File: src/rtl/mdio_ctrl.sv
`default_nettype none
// ============================================================================
//  Module      : mdio_ctrl
//  Description : Clause-22 MDIO master; turns single register read/write
//                requests into MDC/MDIO management frames.
//  Revision    : 1.0 - initial release
// ============================================================================
module mdio_ctrl #(
  parameter int CLK_DIV     = 32,
  parameter bit PREAMBLE_EN = 1'b1
) (
  input  logic        clkIn,
  input  logic        rstIn,
  input  logic        reqValidIn,
  output logic        reqReadyOut,
  input  logic        reqWrIn,
  input  logic [4:0]  reqPhyAddrIn,
  input  logic [4:0]  reqRegAddrIn,
  input  logic [15:0] reqWrDataIn,
  output logic [15:0] rdDataOut,
  output logic        rdDataValidOut,
  output logic        rdErrOut,
  output logic        busyOut,
  output logic        mdClkOut,
  output logic        mdioOut,
  output logic        mdioOeOut,
  input  logic        mdioIn
);

  localparam int                c_divW    = (CLK_DIV > 1) ? $clog2(CLK_DIV) : 1;
  localparam logic [c_divW-1:0] c_divLast = c_divW'(CLK_DIV - 1);

  localparam logic [2:0] c_stIdle    = 3'd0;
  localparam logic [2:0] c_stPre     = 3'd1;
  localparam logic [2:0] c_stHdr     = 3'd2;
  localparam logic [2:0] c_stTa      = 3'd3;
  localparam logic [2:0] c_stData    = 3'd4;
  localparam logic [2:0] c_stIdleBit = 3'd5;

  logic [2:0]        r_state;
  logic [2:0]        w_nextState;
  logic [4:0]        r_bitCnt;
  logic [c_divW-1:0] r_divCnt;
  logic              r_high;
  logic              r_ready;
  logic              r_wr;
  logic [4:0]        r_phyAddr;
  logic [4:0]        r_regAddr;
  logic [15:0]       r_wrData;
  logic [15:0]       r_rxShift;
  logic              r_taErr;
  logic [15:0]       r_rdData;
  logic              r_rdValid;
  logic              r_rdErr;
  logic              r_sync1;
  logic              r_sync2;
  logic              w_accept;
  logic              w_lowLast;
  logic              w_bitEnd;
  logic [13:0]       w_hdr;
  logic              w_mdioOut;
  logic              w_mdioOe;

  assign w_accept  = reqValidIn & r_ready;
  assign w_lowLast = ~r_high & (r_divCnt == c_divLast);
  assign w_bitEnd  =  r_high & (r_divCnt == c_divLast);

  always_ff @(posedge clkIn or posedge rstIn) begin
    if (rstIn) r_state <= c_stIdle;
    else       r_state <= w_nextState;
  end

  always_comb begin
    w_nextState = r_state;
    case (r_state)
      c_stIdle:    if (w_accept) w_nextState = PREAMBLE_EN ? c_stPre : c_stHdr;
      c_stPre:     if (w_bitEnd && r_bitCnt == 5'd31) w_nextState = c_stHdr;
      c_stHdr:     if (w_bitEnd && r_bitCnt == 5'd13) w_nextState = c_stTa;
      c_stTa:      if (w_bitEnd && r_bitCnt == 5'd1)  w_nextState = c_stData;
      c_stData:    if (w_bitEnd && r_bitCnt == 5'd15) w_nextState = c_stIdleBit;
      c_stIdleBit: if (w_bitEnd) w_nextState = c_stIdle;
      default:     w_nextState = c_stIdle;
    endcase
  end

  always_ff @(posedge clkIn or posedge rstIn) begin
    if (rstIn) begin
      r_bitCnt  <= 5'd0;
      r_divCnt  <= '0;
      r_high    <= 1'b0;
      r_ready   <= 1'b0;
      r_wr      <= 1'b0;
      r_phyAddr <= 5'd0;
      r_regAddr <= 5'd0;
      r_wrData  <= 16'h0000;
      r_rxShift <= 16'h0000;
      r_taErr   <= 1'b0;
      r_rdData  <= 16'h0000;
      r_rdValid <= 1'b0;
      r_rdErr   <= 1'b0;
      r_sync1   <= 1'b1;
      r_sync2   <= 1'b1;
    end else begin
      r_ready   <= (w_nextState == c_stIdle);
      r_rdValid <= 1'b0;
      r_sync1   <= mdioIn;
      r_sync2   <= r_sync1;
      if (w_accept) begin
        r_wr      <= reqWrIn;
        r_phyAddr <= reqPhyAddrIn;
        r_regAddr <= reqRegAddrIn;
        r_wrData  <= reqWrDataIn;
        r_bitCnt  <= 5'd0;
        r_divCnt  <= '0;
        r_high    <= 1'b0;
        r_taErr   <= 1'b0;
      end else if (r_state != c_stIdle) begin
        if (r_divCnt == c_divLast) begin
          r_divCnt <= '0;
          r_high   <= ~r_high;
        end else begin
          r_divCnt <= r_divCnt + 1'b1;
        end
        if (w_bitEnd)
          r_bitCnt <= (w_nextState != r_state) ? 5'd0 : r_bitCnt + 5'd1;
        // Read sampling happens just before MDC rises, after the synchronizer settles
        if (w_lowLast && !r_wr) begin
          if (r_state == c_stTa && r_bitCnt == 5'd1) r_taErr <= r_sync2;
          if (r_state == c_stData) r_rxShift <= {r_rxShift[14:0], r_sync2};
        end
        if (w_bitEnd && r_state == c_stIdleBit && !r_wr) begin
          r_rdData  <= r_rxShift;
          r_rdErr   <= r_taErr;
          r_rdValid <= 1'b1;
        end
      end
    end
  end

  always_comb begin
    w_hdr     = {2'b01, (r_wr ? 2'b01 : 2'b10), r_phyAddr, r_regAddr};
    w_mdioOut = 1'b1;
    w_mdioOe  = 1'b0;
    case (r_state)
      c_stPre: w_mdioOe = 1'b1;
      c_stHdr: begin
        w_mdioOe  = 1'b1;
        w_mdioOut = w_hdr[4'd13 - r_bitCnt[3:0]];
      end
      c_stTa: begin
        w_mdioOe  = r_wr;
        w_mdioOut = r_wr ? ~r_bitCnt[0] : 1'b1;
      end
      c_stData: begin
        w_mdioOe  = r_wr;
        w_mdioOut = r_wr ? r_wrData[4'd15 - r_bitCnt[3:0]] : 1'b1;
      end
      default: ;
    endcase
  end

  assign mdioOut        = w_mdioOut;
  assign mdioOeOut      = w_mdioOe;
  assign mdClkOut       = r_high;
  assign busyOut        = (r_state != c_stIdle);
  assign reqReadyOut    = r_ready;
  assign rdDataOut      = r_rdData;
  assign rdDataValidOut = r_rdValid;
  assign rdErrOut       = r_rdErr;

endmodule
`default_nettype wire

File: config.mk
export PLATFORM = sky130hd
export DESIGN_NAME = mdio_ctrl
export DESIGN_NICKNAME = d
export VERILOG_FILES = /design/src/rtl/mdio_ctrl.sv
export SDC_FILE = /design/constraint.sdc
export NUM_CORES = 1
export LEC_CHECK = 0
export ABC_AREA = 1
export CORE_ASPECT_RATIO = 0.7
export CORE_MARGIN = 4
export CORE_UTILIZATION = 30
export CTS_BUF_LIST = sky130_fd_sc_hd__clkbuf_8
export CTS_CLUSTER_DIAMETER = 200
export DETAILED_ROUTE_END_ITERATION = 12
export GPL_TIMING_DRIVEN = 0
export PLACE_DENSITY = 0.57
export SYNTH_ARGS = -nofsm -noshare
export SYNTH_HDL_FRONTEND = slang
export SYNTH_SLANG_ARGS = --single-unit
File: constraint.sdc
create_clock -name clkIn -period 4.7 [get_ports clkIn]
set_clock_uncertainty 0.1 [all_clocks]
set_input_delay 0.94 -clock clkIn [delete_from_list [all_inputs] [get_ports clkIn]]
set_output_delay 0.94 -clock clkIn [all_outputs]
set_load 0.005 [all_outputs]
======== After elaboration in Yosys (flattened, before gate mapping) ========
Index checks and enable logic that the tools add are counted.
operators by class
  magnitude comparators ................... 2
  muxes and demuxes ....................... 33
  equal/unequal tests ..................... 11
  reduce and logical (&&, ||, !) cells .... 24
  add/sub/neg operators ................... 4
  bitwise logic cells ..................... 6
operator list
  operator               number
  $mux W5                7
  $mux W3                6
  $pmux W3 S6            1
  $mux W1                14
  $add A5 B1 Y5 const B  2
  $eq A5 B4 Y1 const B   2
  $eq A5 B5 Y1 const B   2
  $lt A4 B5 Y1 const B   2
  $reduce_bool A2 Y1     5
  $bmux W1 S4            2
  $logic_and A1 B1 Y1    8
  $sub A4 B4 Y4 const A  2
  $eq A3 B2 Y1 const B   2
  $eq A3 B3 Y1 const B   2
  $logic_not A3 Y1       2
  $reduce_and A3 Y1      2
  $eq A5 B1 Y1 const B   1
  $reduce_and A2 Y1      2
  $reduce_and A4 Y1      1
  $reduce_or A2 Y1       2
  $and A1 B1 Y1          3
  $eq A3 B1 Y1 const B   1
  $ne A3 B3 Y1           1
  $not A1 Y1             3
  5 further kinds        5
storage, ports and cells
  input bits .............................. 31
  output and inout bits ................... 23
  logic and storage cells ................. 96
  flip-flop bits (word level) ............. 79

======== Depth between registers and ports, before layout ========
  depth in word-level cells ............... 10
  mapped depth ............................ 14
  mapped depth without buffers ............ 14

======== Worst setup path after synthesis ========
Ideal clock, no wire load.
  path kind ............................... flip-flop to output port
  from .................................... register r_bitCnt[1]
  to ...................................... output port mdioOut
  required time ........................... 3.660 ns
  slack ................................... 2.372 ns
  data arrival time ....................... 1.288 ns
  path buffers ............................ 1
  cell stages (with the launch flop) ...... 10
  cells stage by stage .................... dfrtp_1 > buf_2 > clkinv_1 > ha_1 > nand2_1 > nand3_1 > nand2_1 > nor2_1 > nor2_1 > nand2_1
on the way
  word-level cells in the longest chain between the ends .. 5
  elaborated cells on any way between the ends .. 8
  classes of those cells .................. add/sub (2); mux (6)
RTL lines
  what                           RTL line  text
  from (decl)                    42        logic [4:0] r_bitCnt;
  from (signal assigned)         125       r_bitCnt <= (w_nextState != r_state) ? 5'd0 : r_bitCnt + 5'd1;
  $sub A4 B4 Y4                  156       w_mdioOut = r_wr ? r_wrData[4'd15 - r_bitCnt[3:0]] : 1'b1;
  $bmux W1 S4                    156
  $mux W1 (implied by the code)  156
  $mux W1                        156
  $pmux W1 S3 (*)                144       case (r_state)
  to (decl)                      25        output logic mdioOut,
Mark *: on every way between the ends. The rest lies on a longest branch, timed or not. The select of a mux whose other input is x is not followed.

======== Worst setup path in the final report ========
  from .................................... register r_bitCnt[0]
  to ...................................... output port mdioOut
The elaborated chain is that of the path after synthesis.

==> metrics <==
row count 33; Die ar. 14250 um^2; cell area after synthesis 3712 um^2; CTS buffer count 9; Clock transition at path regs 0.08 ns; synthesized net count 492; Slew Viols, Final 0; Worst Setup Path Type flip-flop to output pin; number of synthesized register bits 79; # Max-Cap Violations 0; Ant. Diodes 0; highest clock rate 0.2769 GHz; PD cells 260.0 nW/um^2; postcts setup bufs 0; Final Cell Area 4658 um^2; IO buf count 53; post-route ant nets 0; Util after Layout 39.17%; nets 557; RSZ-0062 raised after global routing no; layout cell share with drive strength beyond 1 10.34%; initial antenna violation count 0; first-pass GRT wire length 15040 um; worst-path fanout max 10; Power, Total 1.211 mW; GP Congestion 0.9162; Final HPWL DP 6470 um; # IOs 54; DRT Pass-1 Iters 4; Area contributors post-synth dfrtp_1 52%, nand2_1 18%, nand3_1 5.4%, o21ai_1 4.2%, inv_1 3.1%; slew margin rel. 59.12%; non-filler cells in the finished layout 679; GRT overflow 0; Core Region 11890 um^2; sequential area share after synthesis 53.32%; Area Growth Syn to Fin 25.48%; Synth area leader dfrtp_1; Worst-Skew Late Latency 0.35 ns; post-layout min period 3.612 ns; area of the multi-input gates 1503 um^2; post-synthesis cell count 452; TritonCTS clock tree done; Worst setup EP type output pin; Setup violations, final 0; vias in the first global route 3089; hold crit path type flip-flop to flip-flop; largest net degree at the start of global routing 70; Post-Route WL 8716 um; worst vdd rail ir drop 0.0001509 V; crit path DAT 2.57 ns; status finished clean; cts repair resizes 0; Worst Path Required 3.66 ns; post-synthesis cell type count 30; area share of the leading cell type in the synthesized netlist 51.90%; Static Leak 2.207 nW; via count 3057; filler instances 1230; post-DR vias/cell 4.502; DP Cell Count 663; part of the cycle the worst path needs 76.84%; post-detailed-route wirelength per cell 12.84 um; drt drc 0; Syn. warnings 0; Setup TNS 0 ns; Die W 141.0 um; Storage cell area 1979 um^2; die height 101.1 um; H-tree levels 3; Post-DP Area 4469 um^2; Clock Sinks 79; Mapped Avg Cell Area 8.213 um^2; Initial Util 31.22%; element type at the critical path start flip-flop; 1st-iter DRT viols 284; Tot GR Track Use 13.26%; hold buffer count at cts 0; Max Root-Sink Buffers 2; Final Hold Vio Count 0; slew of the pin with the lowest slew margin 0.6132 ns; CTS root buffer clkbuf_8
[sequential cells by signal, indices dropped and copies added, names as in the netlist]
signal and count:
mdClkOut 1, r_bitCnt 5, r_divCnt 5, r_phyAddr 5
r_regAddr 5, r_rxShift 16, r_state 3, r_sync1 1
r_sync2 1, r_taErr 1, r_wr 1, r_wrData 16
rdDataOut 16, rdDataValidOut 1, rdErrOut 1, reqReadyOut 1
[critical path, stage by stage (launching register included)]
cell             delay [ns]
dfrtp_1                0.44
buf_2                  0.21
inv_1                  0.15
buf_2                  0.26
nand2_1                0.08
nand3_1                0.11
nand3_1                0.11
nand3_1                0.10
nand2_1                0.05
nor2_1                 0.08
nor2_1                 0.04
nand2_1                0.07
clkdlybuf4s50_1        0.50
[metal layers]
metal  track usage [%]  routed length, um
met1             19.33               4523
met2             19.15               3823
met3             3.651                316
met4             3.946                 53
met5                 0                  0
[report_power, final]
part           internal [mW]  leakage, nW  switching [mW]
logic                 0.0241         1.04          0.0167
registers              0.680         1.07        0.000335
clock network          0.241        0.100           0.248
[cell families after synthesis]
family	after synthesis	synth area share, %
AOI/OAI and AO/OA	44	6.168
buffers and inverters	57	6.202
and+or+nand+nor	259	30.33
xor gates and xnor gates	4	0.9439
adders and majority gates	9	3.033
DFF	79	53.32
[worst paths after layout]
path / startpoint / to / slack (ns) / cells past startpoint
worst max-delay path: r_bitCnt[0] / mdioOut / 1.09 / 12
worst min-delay path: r_sync1 / r_sync2 / 0.26 / 0
worst max register to register: r_bitCnt[1] / r_bitCnt[4] / 2.42 / 12
worst min register to register: r_sync1 / r_sync2 / 0.26 / 0
max in group asynchronous: rstIn / r_sync1 / 3.18 / 3
min in group asynchronous: rstIn / r_rxShift[3] / 0.74 / 2
[layout make-up]
| type | count | share of cell area (%) |
|---|---|---|
| sequential | 79 | 42.49 |
| buffer | 17 | 1.719 |
| clock inverter | 7 | 1.397 |
| tap | 157 | 4.217 |
| inverter | 40 | 3.277 |
| clock buffer | 9 | 2.659 |
| multi-input combinational | 316 | 32.26 |
| timing repair buffer | 54 | 11.98 |
[cells in the final DEF, fill, tap and decap left out, types with 3 or more instances in the layout]
master	Yosys	final
nand2_4	3	3
a21oi_1	6	6
ha_1	9	9
nor2_4	4	4
dfrtp_1	77	77
buf_2	10	10
nand2_2	4	4
nor2_1	24	24
clkbuf_1	3	3
nand2_1	174	174
inv_1	31	31
buf_1	3	3
clkbuf_8	0	9
inv_2	8	8
o21ai_1	31	31
clkinv_2	0	3
o21ai_0	3	3
nand3_1	40	40
clkdlybuf4s50_1	0	53
[stage by stage]
stage                     worst slack (ns)  hold slack [ns]
final                                1.088           0.2588
after global routing                0.8702           0.2671
after CTS                            1.077           0.2599
after detailed placement             1.497           0.2481
after global placement              0.3424           0.2491
after floorplan                      1.640           0.2452
[Yosys cell counts]
cell type and number:
nor3_2 1, clkinv_1 1, xor2_1 2, nor2_2 2, buf_2 10, o211ai_1 2, inv_1 31, buf_4 1
nand4_1 1, nand2_4 3, xnor2_1 2, nand3b_1 2, a21oi_1 6, a211oi_1 1, inv_2 8, dfstp_2 2
nand3_1 40, nor3_1 2, o21ai_1 31, nor2_4 4, o21ai_0 3, nor2_1 24, clkbuf_1 3, dfrtp_1 77
nand2_2 4, nand2_1 174, o22ai_1 1, ha_1 9, buf_1 3, nand4_2 2
Power figures use the tool's default switching activity.
